==> config.mk <==
export PLATFORM = sky130hd
export DESIGN_NAME = writeback_unit
export DESIGN_NICKNAME = d
export VERILOG_FILES = /design/src/rtl/writeback_unit.sv
export SDC_FILE = /design/constraint.sdc
export NUM_CORES = 1
export LEC_CHECK = 0
export CAP_MARGIN = 25
export CELL_PAD_IN_SITES_DETAIL_PLACEMENT = 1
export CELL_PAD_IN_SITES_GLOBAL_PLACEMENT = 1
export CORE_ASPECT_RATIO = 1.1
export CORE_MARGIN = 5
export CORE_UTILIZATION = 42
export CTS_BUF_LIST = sky130_fd_sc_hd__clkbuf_8
export DETAILED_ROUTE_END_ITERATION = 10
export PLACE_DENSITY_LB_ADDON = 0.1
export SYNTH_ARGS = -nofsm -noshare
export SYNTH_HDL_FRONTEND = slang
export SYNTH_SLANG_ARGS = --single-unit
==> constraint.sdc <==
create_clock -name clk -period 4.9 [get_ports clk]
set_input_delay 0.735 -clock clk [delete_from_list [all_inputs] [get_ports clk]]
set_output_delay 0.735 -clock clk [all_outputs]
set_load 0.01 [all_outputs]
==> src/rtl/writeback_unit.sv <==
// -----------------------------------------------------------------------------
// writeback_unit
//
// Purpose:
//   Write-side companion of the register file. Merges single-cycle ALU results
//   with in-order data-memory load returns onto the register file's single
//   write port. Outstanding loads are tracked by destination register so issue
//   logic can be told about read-after-write and write-after-write hazards.
//
// Structure:
//   pending queue (PQ) : FIFO of destination registers of loads issued to memory
//   return buffer (RB) : FIFO of {rd, data} for loads whose data has returned
//   output stage       : registered write port (RegWrite / addr / data)
//
// Ports:
//   clk, reset                 clock (rising edge), async active-high reset
//   alu_valid/alu_rd/alu_data  ALU result, never stalled, has write priority
//   load_issue/load_issue_rd   load issued to memory, pushes the PQ
//   issue_stall                PQ full, issue logic must hold off loads
//   mem_valid/mem_data         in-order load return
//   mem_ready                  RB not full, memory must hold its data when low
//   read_reg_addr_1/2          decode source registers
//   hazard_1/2                 source register has an uncommitted write
//   hazard_rd/hazard_waw       decode destination has a pending load
//   RegWrite/write_reg_addr/
//   write_reg_data             registered register-file write port
//   proto_err                  sticky: memory returned data with no load pending
// -----------------------------------------------------------------------------
module writeback_unit #(
  parameter int REG_ADDR_WIDTH = 5,
  parameter int REG_DATA_WIDTH = 64,
  parameter int PQ_DEPTH       = 4,
  parameter int RB_DEPTH       = 2
) (
  input  logic                      clk,
  input  logic                      reset,
  input  logic                      alu_valid,
  input  logic [REG_ADDR_WIDTH-1:0] alu_rd,
  input  logic [REG_DATA_WIDTH-1:0] alu_data,
  input  logic                      load_issue,
  input  logic [REG_ADDR_WIDTH-1:0] load_issue_rd,
  output logic                      issue_stall,
  input  logic                      mem_valid,
  input  logic [REG_DATA_WIDTH-1:0] mem_data,
  output logic                      mem_ready,
  input  logic [REG_ADDR_WIDTH-1:0] read_reg_addr_1,
  input  logic [REG_ADDR_WIDTH-1:0] read_reg_addr_2,
  output logic                      hazard_1,
  output logic                      hazard_2,
  input  logic [REG_ADDR_WIDTH-1:0] hazard_rd,
  output logic                      hazard_waw,
  output logic                      RegWrite,
  output logic [REG_ADDR_WIDTH-1:0] write_reg_addr,
  output logic [REG_DATA_WIDTH-1:0] write_reg_data,
  output logic                      proto_err
);

  localparam int PQ_AW = $clog2(PQ_DEPTH);
  localparam int RB_AW = $clog2(RB_DEPTH);
  localparam logic [PQ_AW:0] PQ_FULL_CNT = (PQ_AW + 1)'(PQ_DEPTH);
  localparam logic [RB_AW:0] RB_FULL_CNT = (RB_AW + 1)'(RB_DEPTH);

  // ---------------------------------------------------------------------------
  // State
  // ---------------------------------------------------------------------------
  logic [REG_ADDR_WIDTH-1:0] pq_rd_q   [PQ_DEPTH];
  logic [REG_ADDR_WIDTH-1:0] rb_rd_q   [RB_DEPTH];
  logic [REG_DATA_WIDTH-1:0] rb_data_q [RB_DEPTH];

  logic [PQ_AW-1:0] pq_head_q,  pq_head_d;
  logic [PQ_AW-1:0] pq_tail_q,  pq_tail_d;
  logic [PQ_AW:0]   pq_count_q, pq_count_d;
  logic [RB_AW-1:0] rb_head_q,  rb_head_d;
  logic [RB_AW-1:0] rb_tail_q,  rb_tail_d;
  logic [RB_AW:0]   rb_count_q, rb_count_d;

  logic                      regwrite_q,  regwrite_d;
  logic [REG_ADDR_WIDTH-1:0] wr_addr_q,   wr_addr_d;
  logic [REG_DATA_WIDTH-1:0] wr_data_q,   wr_data_d;
  logic                      proto_err_q, proto_err_d;

  // ---------------------------------------------------------------------------
  // Queue control
  // ---------------------------------------------------------------------------
  logic pq_full, pq_empty, rb_full, rb_empty;
  logic mem_hs, pq_pop, pq_push, rb_push, rb_pop;

  logic                      sel_valid;
  logic [REG_ADDR_WIDTH-1:0] sel_rd;
  logic [REG_DATA_WIDTH-1:0] sel_data;

  assign pq_full  = (pq_count_q == PQ_FULL_CNT);
  assign pq_empty = (pq_count_q == '0);
  assign rb_full  = (rb_count_q == RB_FULL_CNT);
  assign rb_empty = (rb_count_q == '0);

  assign mem_hs  = mem_valid && !rb_full;
  // A return with nothing pending has no destination: it is dropped.
  assign pq_pop  = mem_hs && !pq_empty;
  // On a full PQ a same-cycle pop frees the slot the push needs.
  assign pq_push = load_issue && (!pq_full || pq_pop);
  assign rb_push = pq_pop;
  // ALU owns the write port whenever it is valid; RB drains otherwise.
  assign rb_pop  = !alu_valid && !rb_empty;

  assign sel_valid = alu_valid || !rb_empty;
  assign sel_rd    = alu_valid ? alu_rd   : rb_rd_q[rb_head_q];
  assign sel_data  = alu_valid ? alu_data : rb_data_q[rb_head_q];

  always_comb begin
    // NOTE: every variable gets a default before any conditional update, so
    // no path leaves it unassigned and no latch is inferred.
    pq_head_d   = pq_head_q;
    pq_tail_d   = pq_tail_q;
    rb_head_d   = rb_head_q;
    rb_tail_d   = rb_tail_q;
    wr_addr_d   = wr_addr_q;
    wr_data_d   = wr_data_q;

    if (pq_push) pq_tail_d = pq_tail_q + PQ_AW'(1);
    if (pq_pop)  pq_head_d = pq_head_q + PQ_AW'(1);
    if (rb_push) rb_tail_d = rb_tail_q + RB_AW'(1);
    if (rb_pop)  rb_head_d = rb_head_q + RB_AW'(1);

    pq_count_d = pq_count_q + {{PQ_AW{1'b0}}, pq_push} - {{PQ_AW{1'b0}}, pq_pop};
    rb_count_d = rb_count_q + {{RB_AW{1'b0}}, rb_push} - {{RB_AW{1'b0}}, rb_pop};

    // rd 0 is consumed from its source but never written.
    regwrite_d = sel_valid && (sel_rd != '0);
    if (sel_valid) begin
      wr_addr_d = sel_rd;
      wr_data_d = sel_data;
    end

    proto_err_d = proto_err_q || (mem_hs && pq_empty);
  end

  // ---------------------------------------------------------------------------
  // Registers
  // ---------------------------------------------------------------------------
  always_ff @(posedge clk or posedge reset) begin
    if (reset) begin
      pq_head_q   <= '0;
      pq_tail_q   <= '0;
      pq_count_q  <= '0;
      rb_head_q   <= '0;
      rb_tail_q   <= '0;
      rb_count_q  <= '0;
      regwrite_q  <= 1'b0;
      wr_addr_q   <= '0;
      wr_data_q   <= '0;
      proto_err_q <= 1'b0;
    end else begin
      // NOTE: non-blocking assignments so every register samples the values
      // from before this edge, independent of statement order.
      pq_head_q   <= pq_head_d;
      pq_tail_q   <= pq_tail_d;
      pq_count_q  <= pq_count_d;
      rb_head_q   <= rb_head_d;
      rb_tail_q   <= rb_tail_d;
      rb_count_q  <= rb_count_d;
      regwrite_q  <= regwrite_d;
      wr_addr_q   <= wr_addr_d;
      wr_data_q   <= wr_data_d;
      proto_err_q <= proto_err_d;
    end
  end

  // NOTE: queue storage has no reset; an entry is only ever read or matched
  // while the occupancy counter says it is live, so stale contents are harmless.
  always_ff @(posedge clk) begin
    if (pq_push) pq_rd_q[pq_tail_q] <= load_issue_rd;
    if (rb_push) begin
      rb_rd_q[rb_tail_q]   <= pq_rd_q[pq_head_q];
      rb_data_q[rb_tail_q] <= mem_data;
    end
  end

  // ---------------------------------------------------------------------------
  // Hazard detection
  // ---------------------------------------------------------------------------
  logic [PQ_DEPTH-1:0] pq_vld;
  logic [RB_DEPTH-1:0] rb_vld;
  logic [PQ_AW-1:0]    pq_off;
  logic [RB_AW-1:0]    rb_off;

  // An entry is live when its distance from the head is below the occupancy.
  always_comb begin
    pq_vld = '0;
    rb_vld = '0;
    pq_off = '0;
    rb_off = '0;
    for (int i = 0; i < PQ_DEPTH; i++) begin
      pq_off    = PQ_AW'(i) - pq_head_q;
      pq_vld[i] = ({1'b0, pq_off} < pq_count_q);
    end
    for (int i = 0; i < RB_DEPTH; i++) begin
      rb_off    = RB_AW'(i) - rb_head_q;
      rb_vld[i] = ({1'b0, rb_off} < rb_count_q);
    end
  end

  logic pend_1, pend_2, pend_w;

  always_comb begin
    pend_1 = 1'b0;
    pend_2 = 1'b0;
    pend_w = 1'b0;
    for (int i = 0; i < PQ_DEPTH; i++) begin
      if (pq_vld[i] && pq_rd_q[i] == read_reg_addr_1) pend_1 = 1'b1;
      if (pq_vld[i] && pq_rd_q[i] == read_reg_addr_2) pend_2 = 1'b1;
      if (pq_vld[i] && pq_rd_q[i] == hazard_rd)       pend_w = 1'b1;
    end
    for (int i = 0; i < RB_DEPTH; i++) begin
      if (rb_vld[i] && rb_rd_q[i] == read_reg_addr_1) pend_1 = 1'b1;
      if (rb_vld[i] && rb_rd_q[i] == read_reg_addr_2) pend_2 = 1'b1;
      if (rb_vld[i] && rb_rd_q[i] == hazard_rd)       pend_w = 1'b1;
    end
  end

  // The output stage counts for reads because the register file writes and
  // reads on the same edge; it does not count for WAW since it is already
  // older than anything in decode and commits this cycle.
  assign hazard_1   = (read_reg_addr_1 != '0) &&
                      (pend_1 || (regwrite_q && wr_addr_q == read_reg_addr_1));
  assign hazard_2   = (read_reg_addr_2 != '0) &&
                      (pend_2 || (regwrite_q && wr_addr_q == read_reg_addr_2));
  assign hazard_waw = (hazard_rd != '0) && pend_w;

  // ---------------------------------------------------------------------------
  // Outputs
  // ---------------------------------------------------------------------------
  assign issue_stall    = pq_full;
  assign mem_ready      = !rb_full;
  assign RegWrite       = regwrite_q;
  assign write_reg_addr = wr_addr_q;
  assign write_reg_data = wr_data_q;
  assign proto_err      = proto_err_q;

endmodule
**After elaboration in Yosys (flattened, before gate mapping)**

Memory sizes are Yosys's and may differ from the RTL's.
Cells that the tools add are included.

- Flip-flop bits (word level): 82
- RAM bits: 158
- Bits of input ports: 158
- Logic and storage cells: 124
- Memories kept: 3

Memory list:

| memory | depth | width | read ports | clocked after memory_dff | write ports | RTL line | text |
|---|---|---|---|---|---|---|---|
| rb_data_q | 2 | 64 | 1 | 0 | 1 | 68 | `logic [REG_DATA_WIDTH-1:0] rb_data_q [RB_DEPTH];` |
| pq_rd_q | 4 | 5 | 5 | 0 | 1 | 66 | `logic [REG_ADDR_WIDTH-1:0] pq_rd_q [PQ_DEPTH];` |
| rb_rd_q | 2 | 5 | 3 | 0 | 1 | 67 | `logic [REG_ADDR_WIDTH-1:0] rb_rd_q [RB_DEPTH];` |

- Add/subtract/negate cells: 14
- $lt $le $gt $ge: 6
- Equal/unequal tests: 22
- Muxes and demuxes: 24
- Reductions and logical operators: 45

Operators with widths:

| operator | number |
|---|---|
| $eq A5 B5 Y1 | 20 |
| $mux W64 | 1 |
| $logic_and A1 B1 Y1 | 29 |
| $mux W1 | 22 |
| $reduce_bool A5 Y1 | 4 |
| $lt A2 B3 Y1 | 4 |
| $logic_not A1 Y1 | 5 |
| $logic_or A1 B1 Y1 | 5 |
| $mux W5 | 1 |
| $add A2 B1 Y2 const B | 2 |
| $lt A1 B2 Y1 | 2 |
| $sub A1 B2 Y2 const A | 2 |
| $sub A2 B2 Y2 const A | 2 |
| $add A3 B1 Y3 | 1 |
| $eq A3 B3 Y1 const B | 1 |
| $logic_not A3 Y1 | 1 |
| $sub A3 B1 Y3 | 1 |
| $add A1 B1 Y1 const B | 2 |
| $add A2 B1 Y2 | 1 |
| $eq A2 B2 Y1 const B | 1 |
| $logic_not A2 Y1 | 1 |
| $sub A1 B1 Y1 const A | 2 |
| $sub A2 B1 Y2 | 1 |

**Depth between registers and ports, before layout**

Gate-level depths: netlist (run 1).

- Word-level depth: 11
- Mapped depth: 10
- Depth with buffers taken out: 9

**Worst setup path after synthesis (run 1)**

OpenSTA, ideal clock, no wires.

- Kind: input to register
- Start: input mem_valid
- End: memory rb_data_q[0][0], enable pin
- Arrival time: 3774 ps
- Data required time: 4403 ps
- Slack: 630 ps
- Cell stages on the path: 2
- Path buffers: 0
- Cell sequence: nand3_2 > nor2_1

- Longest elaborated chain between the ends: 4

RTL lines:

| item | RTL line | text |
|---|---|---|
| from (decl) | 43 | `input logic mem_valid,` |
| $logic_and A1 B1 Y1 | 97 | `assign mem_hs = mem_valid && !rb_full;` |
| $logic_and A1 B1 Y1 | 99 | `assign pq_pop = mem_hs && !pq_empty;` |
| $mux W1 | 173 | `if (rb_push) begin` |
| $mux W1 (implied by the code) | 175 | `rb_data_q[rb_tail_q] <= mem_data;` |
| to (decl) | 68 |  |

Every way passes these cells.

**Final worst setup path (run 1)**

- Start: register pq_head_q[0]
- End: output hazard_waw

- Longest elaborated chain between the ends: 10

RTL lines:

| item | RTL line | text |
|---|---|---|
| from (decl) | 70 | `logic [PQ_AW-1:0] pq_head_q, pq_head_d;` |
| from (signal assigned) | 156 | `pq_head_q <= pq_head_d;` |
| $sub A1 B2 Y2 | 194 | `pq_off = PQ_AW'(i) - pq_head_q;` |
| $lt A2 B3 Y1 | 195 | `pq_vld[i] = ({1'b0, pq_off} < pq_count_q);` |
| $logic_and A1 B1 Y1 | 212 | `if (pq_vld[i] && pq_rd_q[i] == hazard_rd) pend_w = 1'b1;` |
| $mux W1 (3 in a row) | 212 |  |
| $mux W1 * | 212 |  |
| $mux W1 * (2 in a row) | 217 | `if (rb_vld[i] && rb_rd_q[i] == hazard_rd) pend_w = 1'b1;` |
| $logic_and A1 B1 Y1 * | 228 | `assign hazard_waw = (hazard_rd != '0) && pend_w;` |
| to (decl) | 51 | `output logic hazard_waw,` |

Every way passes the cells marked *; elsewhere a longest branch is shown, timed or not.

==> summary.txt, run 1 <==
Post-CTS setup buffer count -> 0
Min Tclk post-route -> 4.07 ns
Final count of hold timing violations -> 0
Largest net degree at the start of global routing -> 74
Transition time at the pin with the least slew margin -> 1.02 ns
Synthesis Warnings -> 0
Final Routed Wirelength -> 29100 um
Flip-flop cell with the highest count after synthesis -> sky130_fd_sc_hd__edfxtp_1
Mapped Cells -> 867
Maximum count of clock buffers along a single path -> 3
Clock Power Share -> 21.6%
Number of gates resized after CTS -> 0
Via count -> 7488
First DRT Iteration DRCs -> 375
Core Box Area -> 0.0254 mm^2
Worst Path Required -> 4.16 ns
Peak supply drop -> 0.000284 V
NetSw -> 2.62 mW
Die span in x -> 163 um
Slew Viols, Final -> 0
Critical path arrival -> 3.33 ns
Avg WL per Cell -> 19.7 um
Die H -> 179 um
Clock-pin slew reported for the worst setup and hold paths after clock tree synthesis -> 0.06 ns
Delay contributed by the slowest stage of the critical path -> 0.67 ns
Insertion delay to the later sink of the worst-skew pair -> 0.52 ns
Combined area of the multi-input logic cells -> 0.00370 mm^2
Part of the power in combinational logic -> 35.5%
Global-route wire length before repair -> 45300 um
Setup TNS -> 0 ns
Dpl ws -> 1.12 ns
Final global-route overflow total -> 0
Max-capacitance violation count -> 0
Final clock period utilization by the worst path -> 83.0%
Maximum clock frequency -> 246 MHz
Number of global-route vias before repair -> 8071
I/O Pins -> 234
Global-route usage over all layers -> 20.0%
Cell seen most often among critical-path stages -> sky130_fd_sc_hd__a21oi_1
Clock tree from TritonCTS -> done
DRT Pass-1 Iters -> 4
Kind of start point of the critical path -> register
Placed wire-length estimate -> 20500 um
Buffer cell driving the clock tree root -> sky130_fd_sc_hd__clkbuf_8
Number of setup violations in the final report -> 0
Clk_skew -> 0.0104 ns
Hold buffers post-CTS -> 0
Top-area cell type share of the netlist area -> 43.7%
Post-synthesis instance area -> 0.0109 mm^2
Mean instance size in the synthesized netlist -> 12.5 um^2
Die area -> 0.0292 mm^2
Number of cell rows -> 61
Result of the run -> finished clean
Number of enable-type register cells in the synthesized netlist -> 158
Total CTS buffers -> 40
Sequential fraction of the synthesis area -> 62.5%
Power per Cell Area -> 535 mW/mm^2
Sequential power share -> 42.9%
Slowest stage cell on the critical path -> sky130_fd_sc_hd__dfrtp_1
Leakage power total -> 5.43 nW
Net Count, Synth -> 1037
Post-route ant nets -> 0
Ordered list of cells on the worst path -> xor2_1 -> inv_1 -> ha_1 -> a21oi_1 -> nor2_1 -> nor4_1 -> nor3_1 -> a21oi_1 -> clkdlybuf4s50_1
Filler cell count -> 2654
Count of state elements after synthesis -> 240
Antenna violations before repair -> 5
Category of the critical setup timing path -> reg2out
Setup repair after global routing missed its margin -> false
Vias/cell -> 5.07
Area growth from synthesis to layout -> 30.2%
Final Net Count -> 1267
Proportion of synthesized flip-flops having asynchronous set or reset -> 34.2%
Tightest Hold Check Type -> reg2reg
Register area -> 0.00680 mm^2
Area contributors post-synth -> sky130_fd_sc_hd__edfxtp_1 (44%), sky130_fd_sc_hd__dfrtp_1 (19%), sky130_fd_sc_hd__mux2i_1 (6.4%)
Cell type contributing the most total cell area after synthesis -> sky130_fd_sc_hd__edfxtp_1
Maximum net fanout on the critical path -> 11
Relative slew slack -> 32.1%
Final weighted congestion in routability-driven placement -> 0.867
Type of element capturing the critical path -> output port
Setup ws final -> 0.834 ns
Starting density of the core -> 42.8%
Input/output buffers -> 233
Switch share -> 34.7%
Fraction of layout cells with a size suffix above 1 -> 6.38%
TritonCTS Sinks -> 240
Cell internal pwr -> 4.94 mW
Synth cell types -> 44
Number of levels the H-tree was split into -> 2
Count of unresolved DRC violations after routing -> 0
==> synthesized netlist by cell type (2+ instances only) <==
cell type                  count
sky130_fd_sc_hd__nor4_1       15
sky130_fd_sc_hd__clkbuf_1     14
sky130_fd_sc_hd__inv_1         9
sky130_fd_sc_hd__mux2_2        2
sky130_fd_sc_hd__nand4_1       4
sky130_fd_sc_hd__nor2_1       78
sky130_fd_sc_hd__and2_1        4
sky130_fd_sc_hd__buf_4        11
sky130_fd_sc_hd__mux4_1        4
sky130_fd_sc_hd__buf_2        17
sky130_fd_sc_hd__edfxtp_1    158
sky130_fd_sc_hd__ha_1         11
sky130_fd_sc_hd__nor3_1       10
sky130_fd_sc_hd__mux2i_1      69
sky130_fd_sc_hd__o21ai_0      69
sky130_fd_sc_hd__a21oi_1      74
sky130_fd_sc_hd__dfrtp_1      82
sky130_fd_sc_hd__nand2_1      74
sky130_fd_sc_hd__xor2_1       53
sky130_fd_sc_hd__xnor2_1      57
sky130_fd_sc_hd__nand3_1      18
sky130_fd_sc_hd__o22ai_1       2
sky130_fd_sc_hd__buf_6        11
==> per-layer routing <==
layer  vias up  track usage (%)  wire (um)
met2       212             33.7      14200
met1      3669             25.9      12400
met4         6             5.56        618
li1       3545                -          -
met5         -                0         33
met3        56             4.83       1890
==> cell type report <==
class,instances,area share [%]
inverter,9,0.248
timing repair buffer,243,17.1
clock buffer,47,4.57
tap,346,3.06
multi-input combinational,563,26.2
sequential,240,48.1
clock inverter,26,0.743
antenna,2,0.0354
==> cells in the final DEF, fill, tap and decap left out, types with 11 or more instances in the layout <==
cell and count:
sky130_fd_sc_hd__a21oi_1 74, sky130_fd_sc_hd__clkbuf_8 47, sky130_fd_sc_hd__clkdlybuf4s50_1 232, sky130_fd_sc_hd__dfrtp_1 81
sky130_fd_sc_hd__edfxtp_1 158, sky130_fd_sc_hd__ha_1 11, sky130_fd_sc_hd__inv_1 28, sky130_fd_sc_hd__mux2i_1 69
sky130_fd_sc_hd__nand2_1 74, sky130_fd_sc_hd__nand3_1 18, sky130_fd_sc_hd__nor2_1 76, sky130_fd_sc_hd__nor4_1 15
sky130_fd_sc_hd__o21ai_0 69, sky130_fd_sc_hd__xnor2_1 57, sky130_fd_sc_hd__xor2_1 53
==> worst max-delay path, delay by kind of cell, from the launching register on <==
family	cells	cell delay, ns
DFF	1	0.67
buffers and inverters	2	0.65
and+or+nand+nor	3	0.53
AOI/OAI and AO/OA	2	0.41
adders and majority gates	1	0.29
xor gates and xnor gates	1	0.24
==> state kept, by name (all words and copies together), names as in the netlist <==
| register | flops |
|---|---|
| rb_data_q | 128 |
| RegWrite | 1 |
| pq_count_q | 3 |
| write_reg_data | 64 |
| proto_err | 1 |
| rb_count_q | 2 |
| rb_rd_q | 10 |
| rb_head_q | 1 |
| pq_head_q | 2 |
| pq_rd_q | 20 |
| rb_tail_q | 1 |
| write_reg_addr | 5 |
| pq_tail_q | 2 |
==> cell families (layout without fill, tap and decap cells) <==
family                     Yosys count  after routing  share of synthesized area (%)
DFF                                240            240                           62.5
and+or+nand+nor                    212            212                           8.56
AOI/OAI and AO/OA                  153            153                           7.29
xor gates and xnor gates           110            110                           8.87
muxes                               76             76                           7.74
buffers and inverters               64            325                           3.56
adders and majority gates           12             12                           1.45
other                                0              2                              0
==> through the flow <==
stage	hold WS, ns	cell area (um^2)	cells	power (mW)	util [%]
global route	0.531	14100	1476	8.08	55.7
global placement	0.470	13400	1400	5.91	52.6
CTS	0.497	14100	1474	7.70	55.6
floorplan	0.468	10900	867	4.91	-
finish	0.492	14100	1476	7.57	55.7
detailed placement	0.474	13400	1401	6.02	52.7
==> power groups by stage <==
stage	clock [mW]	sequential (mW)	combinational, mW
after floorplan	0	3.22	1.69
after global placement	0	3.27	2.64
after detailed placement	0	3.30	2.72
after CTS	1.70	3.26	2.75
after global routing	1.79	3.31	2.98
final	1.63	3.25	2.69
==> path summary, 6_finish.rpt <==
kind / end / cells after the start / slack, ns / start
worst min register to register: proto_err / 1 / 0.49 / proto_err
worst max-delay path: hazard_waw / 9 / 0.83 / pq_head_q[0]
worst min-delay path: proto_err / 1 / 0.49 / proto_err
worst max register to register: pq_count_q[2] / 8 / 2.50 / pq_count_q[2]
max in group asynchronous: rb_head_q / 3 / 3.04 / reset
min in group asynchronous: write_reg_data[41] / 2 / 0.56 / reset
(Power assumes the default switching activity.)
==> run 2: changes to the inputs <==
==> constraint.sdc (replaced) <==
create_clock -name clk -period 4 [get_ports clk]
set_input_delay 0.6 -clock clk [delete_from_list [all_inputs] [get_ports clk]]
set_output_delay 0.6 -clock clk [all_outputs]
set_load 0.01 [all_outputs]
==> summary.txt, run 2 (synthesized netlist as in run 1, its figures left out) <==
Clock-pin slew reported for the worst setup and hold paths after clock tree synthesis -> 0.06 ns
Hold buffers post-CTS -> 0
First DRT Iteration DRCs -> 397
Tightest Hold Check Type -> in2async
Final count of hold timing violations -> 0
Final Routed Wirelength -> 28900 um
Die area -> 0.0292 mm^2
Avg WL per Cell -> 19.6 um
Critical path arrival -> 3.15 ns
Transition time at the pin with the least slew margin -> 1.04 ns
Kind of start point of the critical path -> register
Maximum net fanout on the critical path -> 9
Via count -> 7534
Most used cells in the layout excluding fill and tap cells -> sky130_fd_sc_hd__clkdlybuf4s50_1 (232), sky130_fd_sc_hd__edfxtp_1 (158), sky130_fd_sc_hd__dfrtp_1 (81)
I/O Pins -> 234
Clk_skew -> 0.0257 ns
Power per Cell Area -> 655 mW/mm^2
Area growth from synthesis to layout -> 30.6%
Leakage power total -> 5.47 nW
Final weighted congestion in routability-driven placement -> 0.835
Maximum clock frequency -> 266 MHz
Maximum count of clock buffers along a single path -> 3
Fin Hold WS -> 0.464 ns
Number of global-route vias before repair -> 7809
Count of unresolved DRC violations after routing -> 0
Final global-route overflow total -> 0
Antenna violations before repair -> 2
Switch share -> 34.3%
Global-route wire length before repair -> 44200 um
Die span in x -> 163 um
Max-capacitance violation count -> 0
Number of instances in the placed design -> 1402
Setup TNS -> 0 ns
Number of levels the H-tree was split into -> 2
Post-route ant nets -> 0
Input/output buffers -> 233
Die H -> 179 um
Leading cell type in the layout, fill and taps excluded -> sky130_fd_sc_hd__clkdlybuf4s50_1
Core Box Area -> 0.0254 mm^2
Total CTS buffers -> 40
Clock Power Share -> 22.1%
Slew Viols, Final -> 0
Largest net degree at the start of global routing -> 109
Placed wire-length estimate -> 20200 um
TritonCTS Sinks -> 240
Final Net Count -> 1268
Clock tree from TritonCTS -> done
Flip-flop count of the largest register, all copies and words added -> 128
Biggest register -> rb_data_q
Min Tclk post-route -> 3.75 ns
Number of gates resized after CTS -> 0
Final standard cell utilization of the core -> 55.8%
Global-route usage over all layers -> 19.4%
Cell internal pwr -> 6.11 mW
Final clock period utilization by the worst path -> 93.8%
Number of setup violations in the final report -> 0
Post-CTS setup buffer count -> 0
Starting density of the core -> 42.8%
Number of cell rows -> 61
Layout Cells excl Fill -> 1476
Part of the power in combinational logic -> 35.5%
Insertion delay to the later sink of the worst-skew pair -> 0.54 ns
Setup ws final -> 0.247 ns
Relative slew slack -> 30.5%
Fraction of layout cells with a size suffix above 1 -> 6.73%
Category of the critical setup timing path -> reg2out
DRT Pass-1 Iters -> 4
Vias/cell -> 5.10
Setup repair after global routing missed its margin -> false
Buffer cell driving the clock tree root -> sky130_fd_sc_hd__clkbuf_8
Sequential power share -> 42.4%
Dpl ws -> 0.454 ns
Result of the run -> finished clean
Antenna cells -> 0
NetSw -> 3.19 mW
Peak supply drop -> 0.000326 V
Type of element capturing the critical path -> output port
Worst Path Required -> 3.40 ns
-- run 2: cell types whose count changed in the layout (fill, tap and decap cells not counted), sizes merged --
cell	change
buf	+1
clkinv	-4
clkbuf	+3
inv	+2
diode	-2
-- run 2: path summary, 6_finish.rpt --
path / slack [ns] / to / start / cells after the start
setup / recovery: 0.25 / hazard_waw / pq_head_q[1] / 9
hold / removal: 0.46 / write_reg_data[5] / reset / 2
setup reg to reg: 1.51 / RegWrite / rb_head_q / 5
hold reg to reg: 0.49 / proto_err / proto_err / 1
max in group asynchronous: 2.64 / write_reg_data[17] / reset / 3
min in group clk: 0.49 / proto_err / proto_err / 1
-- run 2: final cells by class --
type / count / area, um^2
Sequential cell: 240 / 6800
Clock buffer: 50 / 688
Multi-Input combinational cell: 563 / 3700
Clock inverter: 24 / 95.1
Fill cell: 2604 / 11200
Inverter: 9 / 35.0
Tap cell: 346 / 433
Timing Repair Buffer: 244 / 2440
-- run 2: per-layer routing --
| metal | up-vias | share of wire, % | global-route usage (%) | wire, um |
|---|---|---|---|---|
| met2 | 240 | 48 | 32.6 | 13900 |
| met1 | 3698 | 44 | 25.9 | 12600 |
| met4 | 4 | 1.9 | 4.75 | 543 |
| li1 | 3543 | - | - | - |
| met3 | 49 | 6.2 | 4.25 | 1780 |
| met5 | - | 0.094 | 0 | 27 |
-- run 2: metrics by stage --
stage	power (mW)	instance area [um^2]
final	9.30	14200
after global placement	7.25	13400
after CTS	9.46	14200
after floorplan	6.01	10900
after detailed placement	7.35	13400
after global routing	9.93	14200
-- run 2: power by group through the flow --
stage	sequential, mW	clock [mW]	combinational [mW]
after floorplan	3.95	0	2.07
after global placement	3.97	0	3.28
after detailed placement	4.00	0	3.35
after CTS	3.95	2.13	3.37
after global routing	4.02	2.26	3.64
final	3.94	2.06	3.30
-- run 2: worst max-delay path, cell delays in order, from the launching register on --
cell and delay (ns):
sky130_fd_sc_hd__dfrtp_1 0.56, sky130_fd_sc_hd__xor2_1 0.23, sky130_fd_sc_hd__inv_1 0.07, sky130_fd_sc_hd__ha_1 0.27
sky130_fd_sc_hd__a21oi_1 0.12, sky130_fd_sc_hd__nor2_1 0.11, sky130_fd_sc_hd__nor4_1 0.32, sky130_fd_sc_hd__nor3_1 0.10
sky130_fd_sc_hd__a21oi_1 0.27, sky130_fd_sc_hd__clkdlybuf4s50_1 0.59
==> run 3: changes to the inputs <==
--- a/config.mk
+++ b/config.mk
@@ -6,7 +6,7 @@
 export NUM_CORES = 1
 export LEC_CHECK = 0
 export CAP_MARGIN = 25
-export CELL_PAD_IN_SITES_DETAIL_PLACEMENT = 1
+export CELL_PAD_IN_SITES_DETAIL_PLACEMENT = 0
 export CELL_PAD_IN_SITES_GLOBAL_PLACEMENT = 1
 export CORE_ASPECT_RATIO = 1.1
 export CORE_MARGIN = 5
==> summary.txt, run 3 (synthesized netlist as in run 1, its figures left out) <==
Via count -> 7342
Area growth from synthesis to layout -> 30.6%
Post-route ant nets -> 0
Largest net degree at the start of global routing -> 109
Clk_skew -> 0.0232 ns
Slowest stage cell on the critical path -> sky130_fd_sc_hd__clkdlybuf4s50_1
Starting density of the core -> 42.8%
Worst Path Required -> 3.40 ns
First DRT Iteration DRCs -> 380
Hold buffers post-CTS -> 0
Kind of start point of the critical path -> register
Final Net Count -> 1269
Filler cell count -> 2180
Max-capacitance violation count -> 0
Maximum count of clock buffers along a single path -> 3
Min Tclk post-route -> 3.71 ns
Final weighted congestion in routability-driven placement -> 0.835
Cell seen most often among critical-path stages -> sky130_fd_sc_hd__a21oi_1
Fraction of layout cells with a size suffix above 1 -> 6.90%
Count of unresolved DRC violations after routing -> 0
Power per Cell Area -> 651 mW/mm^2
Leading cell type in the layout, fill and taps excluded -> sky130_fd_sc_hd__clkdlybuf4s50_1
Final standard cell utilization of the core -> 55.8%
Avg WL per Cell -> 18.3 um
Number of setup violations in the final report -> 0
Post-CTS setup buffer count -> 0
Number of instances in the placed design -> 1402
Post-detailed-placement cell area -> 0.0134 mm^2
Type of element capturing the critical path -> output port
Final count of hold timing violations -> 0
Core Box Area -> 0.0254 mm^2
Global-route wire length before repair -> 41700 um
TritonCTS Sinks -> 240
DRT Pass-1 Iters -> 5
Most used cells in the layout excluding fill and tap cells -> sky130_fd_sc_hd__clkdlybuf4s50_1 (232), sky130_fd_sc_hd__edfxtp_1 (158), sky130_fd_sc_hd__dfrtp_1 (81)
Number of gates resized after CTS -> 0
Clock-pin slew reported for the worst setup and hold paths after clock tree synthesis -> 0.06 ns
Die area -> 0.0292 mm^2
Antenna violations before repair -> 2
Delay contributed by the slowest stage of the critical path -> 0.58 ns
Maximum net fanout on the critical path -> 9
Vias/cell -> 4.97
Final clock period utilization by the worst path -> 92.7%
Ordered list of cells on the worst path -> xor2_1 -> inv_1 -> ha_1 -> a21oi_1 -> nor2_1 -> nor4_1 -> nor3_1 -> a21oi_1 -> clkdlybuf4s50_1
Category of the critical setup timing path -> reg2out
I/O Pins -> 234
Slew Viols, Final -> 0
Number of cell rows -> 61
Result of the run -> finished clean
Final global-route overflow total -> 0
Global-route usage over all layers -> 18.4%
WP buf/inv -> 2
Relative slew slack -> 31.5%
Buffer cell driving the clock tree root -> sky130_fd_sc_hd__clkbuf_8
Number of levels the H-tree was split into -> 2
Tightest Hold Check Type -> in2async
Die H -> 179 um
Antenna cells -> 0
Critical path arrival -> 3.11 ns
Setup repair after global routing missed its margin -> false
Dominant delay contributor by cell family on the critical path -> buffers and inverters
Total CTS buffers -> 41
Placed wire-length estimate -> 18600 um
Final design area excluding fillers -> 0.0142 mm^2
Final Routed Wirelength -> 27000 um
Insertion delay to the later sink of the worst-skew pair -> 0.54 ns
Biggest register -> rb_data_q
Layout Cells excl Fill -> 1477
Input/output buffers -> 233
Flip-flop count of the largest register, all copies and words added -> 128
Clock tree from TritonCTS -> done
Number of global-route vias before repair -> 7446
Maximum clock frequency -> 270 MHz
Die span in x -> 163 um
Transition time at the pin with the least slew margin -> 1.03 ns
Leakage power total -> 5.44 nW
Peak supply drop -> 0.000350 V
-- run 3: cell count changes in the layout (fill, tap and decap cells not counted), moves of 2 or more --
cell / delta
sky130_fd_sc_hd__clkinvlp_4: +2
sky130_fd_sc_hd__clkinv_2: +3
sky130_fd_sc_hd__clkbuf_8: -5
sky130_fd_sc_hd__inv_1: -6
sky130_fd_sc_hd__clkinv_1: +5
-- run 3: power breakdown --
part | internal, mW | switching [mW]
logic | 1.53 | 1.71
clock network | 1.11 | 0.955
registers | 3.45 | 0.487
total | 6.09 | 3.15
-- run 3: path summary, 6_finish.rpt --
kind / from / to / slack, ns / cells after the start
max: pq_head_q[1] / hazard_waw / 0.29 / 9
min: reset / write_reg_data[15] / 0.44 / 2
max reg2reg: rb_head_q / RegWrite / 1.44 / 5
min reg2reg: proto_err / proto_err / 0.49 / 1
max in group asynchronous: reset / write_reg_data[33] / 2.70 / 3
min in group clk: proto_err / proto_err / 0.49 / 1
-- run 3: cell type report --
class,instances,area (um^2),area share [%]
well taps,346,433,3.05
flip-flops and latches,240,6800,47.9
repair buffers,244,2440,17.2
clock buffers,45,619,4.36
clock inverters,30,163,1.15
multi-input cells,563,3700,26.1
inverters,9,35.0,0.247
-- run 3: through the flow --
| step | hold slack (ns) | setup WS (ns) | power, mW | TNS [ns] |
|---|---|---|---|---|
| global route | 0.477 | 0.0911 | 9.88 | 0 |
| detailed placement | 0.469 | 0.455 | 7.29 | 0 |
| CTS | 0.461 | 0.215 | 9.40 | 0 |
| global placement | 0.470 | 0.470 | 7.25 | 0 |
| finish | 0.445 | 0.291 | 9.24 | 0 |
| floorplan | 0.468 | -0.249 | 6.01 | -34.43 |
-- run 3: worst register-to-register path, cell delays in order (launching register included) --
cell	delay [ns]
sky130_fd_sc_hd__dfrtp_4	0.61
sky130_fd_sc_hd__buf_4	0.86
sky130_fd_sc_hd__mux2i_1	0.27
sky130_fd_sc_hd__o21ai_0	0.13
sky130_fd_sc_hd__a2111oi_0	0.40
sky130_fd_sc_hd__a31oi_1	0.15
-- run 3: per-layer routing --
metal | GRT usage, % | share of wire, %
met5 | 0 | 0.13
met4 | 5.21 | 1.6
met3 | 4.18 | 6.7
met2 | 30.1 | 48
met1 | 24.7 | 44
